**config.mk**
```make
export PLATFORM = sky130hd
export DESIGN_NAME = trng_collector
export DESIGN_NICKNAME = d
export VERILOG_FILES = /design/src/rtl/trng_collector.sv
export SDC_FILE = /design/constraint.sdc
export NUM_CORES = 1
export LEC_CHECK = 0
export ABC_AREA = 1
export ABC_CLOCK_PERIOD_IN_PS = 5100
export CAP_MARGIN = 20
export CORE_ASPECT_RATIO = 0.5
export CORE_MARGIN = 1.5
export CORE_UTILIZATION = 45
export DETAILED_ROUTE_END_ITERATION = 12
export GPL_ROUTABILITY_DRIVEN = 0
export PLACE_DENSITY = 0.74
export SLEW_MARGIN = 20
export SYNTH_ARGS = -nofsm -noshare
export SYNTH_HDL_FRONTEND = slang
export SYNTH_SLANG_ARGS = --single-unit
```
**constraint.sdc**
```tcl
create_clock -name clk -period 5.1 [get_ports clk]
set_input_delay 1.02 -clock clk [delete_from_list [all_inputs] [get_ports clk]]
set_output_delay 1.02 -clock clk [all_outputs]
set_load 0.05 [all_outputs]
```
**src/rtl/trng_collector.sv**
```systemverilog
// Ring-oscillator TRNG consumer: rate-divided sampling, optional von Neumann
// debiasing, word packing with valid/ready delivery and a repetition-count alarm.
`timescale 1ns/1ps
module trng_collector #(
    parameter int WIDTH      = 32,
    parameter int SAMPLE_DIV = 8,
    parameter int WARMUP     = 4,
    parameter int REP_LIMIT  = 32,
    parameter int VN_EN      = 1
) (
    input  logic             clk,
    input  logic             rst_n,
    input  logic             en,
    input  logic             trng_bit,
    output logic             trng_en,
    output logic [WIDTH-1:0] rnd_data,
    output logic             rnd_valid,
    input  logic             rnd_ready,
    output logic             alarm,
    input  logic             alarm_clr
);

    localparam int DW = (SAMPLE_DIV > 1) ? $clog2(SAMPLE_DIV) : 1;
    localparam int WW = (WARMUP > 1) ? $clog2(WARMUP) : 1;
    localparam int BW = $clog2(WIDTH);
    localparam int RW = $clog2(REP_LIMIT + 1);

    localparam logic [DW-1:0] DIV_LAST  = DW'(SAMPLE_DIV - 1);
    localparam logic [WW-1:0] WARM_LAST = WW'(WARMUP - 1);
    localparam logic [BW-1:0] BIT_LAST  = BW'(WIDTH - 1);
    localparam logic [RW-1:0] REP_MAX   = RW'(REP_LIMIT);

    typedef enum logic [2:0] {
        S_IDLE,
        S_WARMUP,
        S_COLLECT,
        S_HOLD,
        S_ALARM
    } state_t;

    state_t           state_q, state_d;
    logic [DW-1:0]    div_q, div_d;
    logic [WW-1:0]    warm_q, warm_d;
    logic [BW-1:0]    bcnt_q, bcnt_d;
    logic [WIDTH-2:0] shift_q, shift_d;
    logic [WIDTH-1:0] data_q, data_d;
    logic [RW-1:0]    rep_q, rep_d;
    logic             last_q, last_d;
    logic             vn_have_q, vn_have_d;
    logic             vn_first_q, vn_first_d;

    logic             sampling;
    logic             tick;
    logic [RW-1:0]    run_next;
    logic             acc;
    logic             acc_bit;
    logic [WIDTH-1:0] shift_full;

    assign sampling = (state_q == S_WARMUP) || (state_q == S_COLLECT);
    assign tick     = sampling && (div_q == DIV_LAST);

    assign trng_en   = sampling || ((state_q == S_HOLD) && en);
    assign rnd_valid = (state_q == S_HOLD);
    assign alarm     = (state_q == S_ALARM);
    assign rnd_data  = data_q;

    always_comb begin
        state_d    = state_q;
        div_d      = div_q;
        warm_d     = warm_q;
        bcnt_d     = bcnt_q;
        shift_d    = shift_q;
        data_d     = data_q;
        rep_d      = rep_q;
        last_d     = last_q;
        vn_have_d  = vn_have_q;
        vn_first_d = vn_first_q;
        acc        = 1'b0;
        acc_bit    = 1'b0;
        shift_full = '0;

        if (sampling) begin
            div_d = tick ? '0 : div_q + DW'(1);
        end

        if ((rep_q == '0) || (trng_bit != last_q)) begin
            run_next = RW'(1);
        end else if (rep_q == REP_MAX) begin
            run_next = REP_MAX;
        end else begin
            run_next = rep_q + RW'(1);
        end

        unique case (state_q)
            S_IDLE: begin
                if (en) begin
                    state_d = S_WARMUP;
                    div_d   = '0;
                    warm_d  = '0;
                end
            end
            S_WARMUP: begin
                if (!en) begin
                    state_d = S_IDLE;
                end else if (tick) begin
                    if (warm_q == WARM_LAST) begin
                        state_d = S_COLLECT;
                    end else begin
                        warm_d = warm_q + WW'(1);
                    end
                end
            end
            S_COLLECT: begin
                if (!en) begin
                    state_d = S_IDLE;
                end else if (tick) begin
                    rep_d  = run_next;
                    last_d = trng_bit;
                    if (VN_EN != 0) begin
                        // second of a pair decides; the first sample is the kept bit
                        vn_have_d  = !vn_have_q;
                        vn_first_d = trng_bit;
                        acc        = vn_have_q && (vn_first_q != trng_bit);
                        acc_bit    = vn_first_q;
                    end else begin
                        acc     = 1'b1;
                        acc_bit = trng_bit;
                    end
                    shift_full = {shift_q, acc_bit};
                    if (run_next == REP_MAX) begin
                        state_d = S_ALARM;
                    end else if (acc) begin
                        shift_d = shift_full[WIDTH-2:0];
                        if (bcnt_q == BIT_LAST) begin
                            data_d  = shift_full;
                            bcnt_d  = '0;
                            state_d = S_HOLD;
                        end else begin
                            bcnt_d = bcnt_q + BW'(1);
                        end
                    end
                end
            end
            S_HOLD: begin
                if (rnd_ready) begin
                    state_d = en ? S_COLLECT : S_IDLE;
                end
            end
            S_ALARM: begin
                if (alarm_clr) begin
                    state_d = S_IDLE;
                end
            end
            default: begin
                state_d = S_IDLE;
            end
        endcase

        // leaving active collection drops the partial word and any half pair
        if ((state_d != state_q) &&
            ((state_d == S_IDLE) || (state_d == S_ALARM))) begin
            bcnt_d     = '0;
            shift_d    = '0;
            vn_have_d  = 1'b0;
            vn_first_d = 1'b0;
            if (state_d == S_IDLE) begin
                rep_d  = '0;
                last_d = 1'b0;
            end
        end
    end

    always_ff @(posedge clk or negedge rst_n) begin
        if (!rst_n) begin
            state_q    <= S_IDLE;
            div_q      <= '0;
            warm_q     <= '0;
            bcnt_q     <= '0;
            shift_q    <= '0;
            data_q     <= '0;
            rep_q      <= '0;
            last_q     <= 1'b0;
            vn_have_q  <= 1'b0;
            vn_first_q <= 1'b0;
        end else begin
            state_q    <= state_d;
            div_q      <= div_d;
            warm_q     <= warm_d;
            bcnt_q     <= bcnt_d;
            shift_q    <= shift_d;
            data_q     <= data_d;
            rep_q      <= rep_d;
            last_q     <= last_d;
            vn_have_q  <= vn_have_d;
            vn_first_q <= vn_first_d;
        end
    end

endmodule

```
==> impl_results.md <==
- Post-CTS Resized: 0
- Mapped Area: 4460 sq um
- Register area share after synthesis: 47.7%
- CP Capture Type: primary output
- Post-synth top area cell: dfrtp_1
- Syn nets: 525
- Warnings, synthesis: 0
- H-tree Lvls: 3
- Deepest clock path buffer count: 2
- Final Max Tran Viols: 0
- #FFs+latches synth: 85
- Crit path buffers/inverters: 3
- Starting Density: 46.8%
- Max IR drop VDD: 0.000171 V
- RSZ-0062 raised after global routing: no
- Register share of total power: 49.0%
- Fin. Hold Viols: 0
- Core Box Area: 9540 sq um
- Post-route clock period utilization: 71.7%
- Clk Latency, worst-skew pair: 0.33 ns
- Worst path cell trace: clkdlybuf4s50_1, inv_1, o21ai_0, clkdlybuf4s50_1
- Final #Nets: 561
- Delay-heaviest family, CP: buffers and inverters
- Largest net degree at the start of global routing: 70
- DRC errors left: 0
- WL final: 7750 um
- Met3 WL post-DR: 240 um
- Multi-input logic area: 1800 sq um
- Synth async-reset ratio: 100%
- Final setup vio count: 0
- NetSw: 0.000345 W
- Clock root buffer: clkbuf_16
- Setup slack after layout: 1.44 ns
- Count leader, synth: nand2_1
- Clock transition at path regs: 0.06 ns
- Share of cells above drive strength 1: 15.7%
- # hold bufs at CTS: 0
- Avg Inst Size Synth: 8.71 sq um
- Rel. slew slack: 44.0%
- Setup Slack @ Placement: 1.46 ns
- Vias per cell: 4.55
- Crit Reg-Reg Endpoint: shift_q[10]
- Dominant synthesized flop cell: dfrtp_1
- Worst setup SP type: input pin
- Layout area overhead: 16.4%
- CP required: 4.08 ns
- Global-route wire length before repair: 13700 um
- Max Freq: 273 MHz
- Flop2flop setup slack: 2.37 ns
- Hold Startpoint: rnd_data[5]
- Worst clock skew: 0.00726 ns
- Pwr Total: 0.00142 W
- Crit path kind: in -> out
- Total Routing Usage GR: 16.7%
- Post-synth EDFFs: 0
- Antenna violations before repair: 0
- Synth top area cells: dfrtp_1 (48%), nor2_4 (10%), o21ai_0 (8.9%)
- WL per Instance: 11.3 um
- Synth unique cells: 36
- Int Power: 0.00107 W
- Height of the chip: 73.4 um
- Io pins: 41
- Port Buffers: 40
- Setup fix buffers added after clock tree synthesis: 0
- Hold Worst Slack: 0.483 ns
- CTS tree: yes
- Top layer reached by signal wires: met4
- Pwr per Cell Area: 273 nW/um^2
- DR iter-0 viols: 180
- Post-synth top area share: 47.7%
- Die Wd: 144 um
- HP Class: reg -> reg
- Dpl hpwl: 5080 um
- Die Area: 10600 sq um
- Setup TNS: 0 ns
- Combinational share of power: 7.4%
- Number of global-route vias before repair: 3025
- Met2 routed wirelength: 3670 um
- Hold Path Sink: rnd_data[5]
- Status: completed
- Syn Inst Count: 512
- Arr. time, crit path: 2.64 ns
- Num rows: 25
- Max-cap check violation count: 0
- Storage cell area: 2130 sq um
- Leak: 2.17 nW
- # fillers: 861
- Max stage delay on crit path: 0.82 ns
- Worst slew pin tran: 0.840 ns
- CP Max Fanout: 4
- Min cycle time layout: 3.66 ns
- Hold Path Depth: 2
- DRT met1 WL: 3750 um
- R2R depth: 15
- Clock power share: 43.7%
- Detail Route Antenna Nets: 0
- Via Count: 3127
- CTS buffer count: 9
- Most common cell on crit path: clkdlybuf4s50_1
- Post-synth top cells: nand2_1 (100), inv_1 (98), dfrtp_1 (85), o21ai_0 (79), nor2_4 (41)
- Clk sink count: 85
- DRT Pass-1 Iters: 5
- Antenna Cells: 0
- Highest-delay cell along the critical path: clkdlybuf4s50_1
- Grt ovf: 0
- Net Sw Frac: 24.3%
- Worst R2R Start: rep_q[0]
[flip-flops by register name (all words and copies together), names as in the netlist]
| signal | cells |
|---|---|
| vn_first_q | 1 |
| div_q | 3 |
| rep_q | 6 |
| rnd_data | 32 |
| warm_q | 2 |
| vn_have_q | 1 |
| state_q | 3 |
| shift_q | 31 |
| bcnt_q | 5 |
| last_q | 1 |
[cells in the final DEF, fill, tap and decap left out, types with 2 or more instances in the layout]
| cell | instances |
|---|---|
| nand2_1 | 99 |
| inv_1 | 98 |
| dfrtp_1 | 85 |
| o21ai_0 | 79 |
| nor2_4 | 41 |
| clkdlybuf4s50_1 | 39 |
| nor2_1 | 19 |
| nand3_1 | 12 |
| a21oi_1 | 9 |
| clkbuf_16 | 9 |
| nand2_2 | 8 |
| ha_1 | 7 |
| nor2_2 | 5 |
| buf_4 | 4 |
| inv_2 | 3 |
| nor3_1 | 3 |
| nand4_1 | 3 |
| nand3_2 | 3 |
| or2_2 | 2 |
| xor2_1 | 2 |
| o21ai_1 | 2 |
| inv_6 | 2 |
| clkbuf_8 | 2 |
[power by group through the flow]
stage,Clock (W),Combinational [W],Sequential [W]
after global placement,0,0.000105,0.000706
final,0.000619,0.000104,0.000694
after detailed placement,0,0.000107,0.000707
after CTS,0.000643,0.000107,0.000694
after global routing,0.000672,0.000118,0.000695
after floorplan,0,0.0000895,0.000705
[kinds of logic (layout without fill, tap and decap cells)]
family,count (synthesis),count (layout),synth area share (%)
compound gates,98,98,11.8
xor+xnor,3,3,0.589
fa+ha+maj,7,7,1.96
buf+inv,121,162,12.1
flops,85,85,47.7
mux,1,1,0.252
simple gates,197,197,25.6
[layer usage]
metal  vias up  track usage, %
li1       1643               -
met1      1435            21.1
met2        41            28.2
met3         8            4.30
met4         0            6.12
met5         -               0
[worst reg2reg max path, delay by kind of cell (launching register included)]
kind,cells,cell delay [ns]
and+or+nand+nor,10,0.93
buffers and inverters,3,0.78
DFF,1,0.45
adders and majority gates,1,0.23
AOI/OAI and AO/OA,1,0.20
[layout make-up]
type	count	share of cell area (%)
Clock inverter	4	0.578
Multi-Input combinational cell	306	34.6
Timing Repair Buffer	43	8.10
Inverter	103	7.59
Sequential cell	85	41.0
Clock buffer	12	4.94
Tap cell	135	3.25
[metrics by stage]
| step | utilization (%) | cell area (sq um) | instances |
|---|---|---|---|
| 3_3_place_gp | 51.4 | 4910 | 672 |
| 6_report | 54.4 | 5190 | 688 |
| 5_1_grt | 54.4 | 5190 | 688 |
| 4_1_cts | 54.4 | 5190 | 688 |
| 3_5_place_dp | 51.4 | 4910 | 672 |
| 2_1_floorplan | - | 4460 | 512 |
[how the worst max path moves through the flow]
| stage | from | to | slack (ns) | depth (start not counted) |
|---|---|---|---|---|
| after floorplan | state_q[0] | trng_en | 1.51 | 6 |
| after global placement | en | trng_en | 1.46 | 4 |
| after detailed placement | trng_bit | shift_q[8] | 1.46 | 14 |
| after CTS | en | trng_en | 1.45 | 4 |
| after global routing | en | trng_en | 1.36 | 4 |
| final | en | trng_en | 1.44 | 4 |
Power figures use the tool's default switching activity.
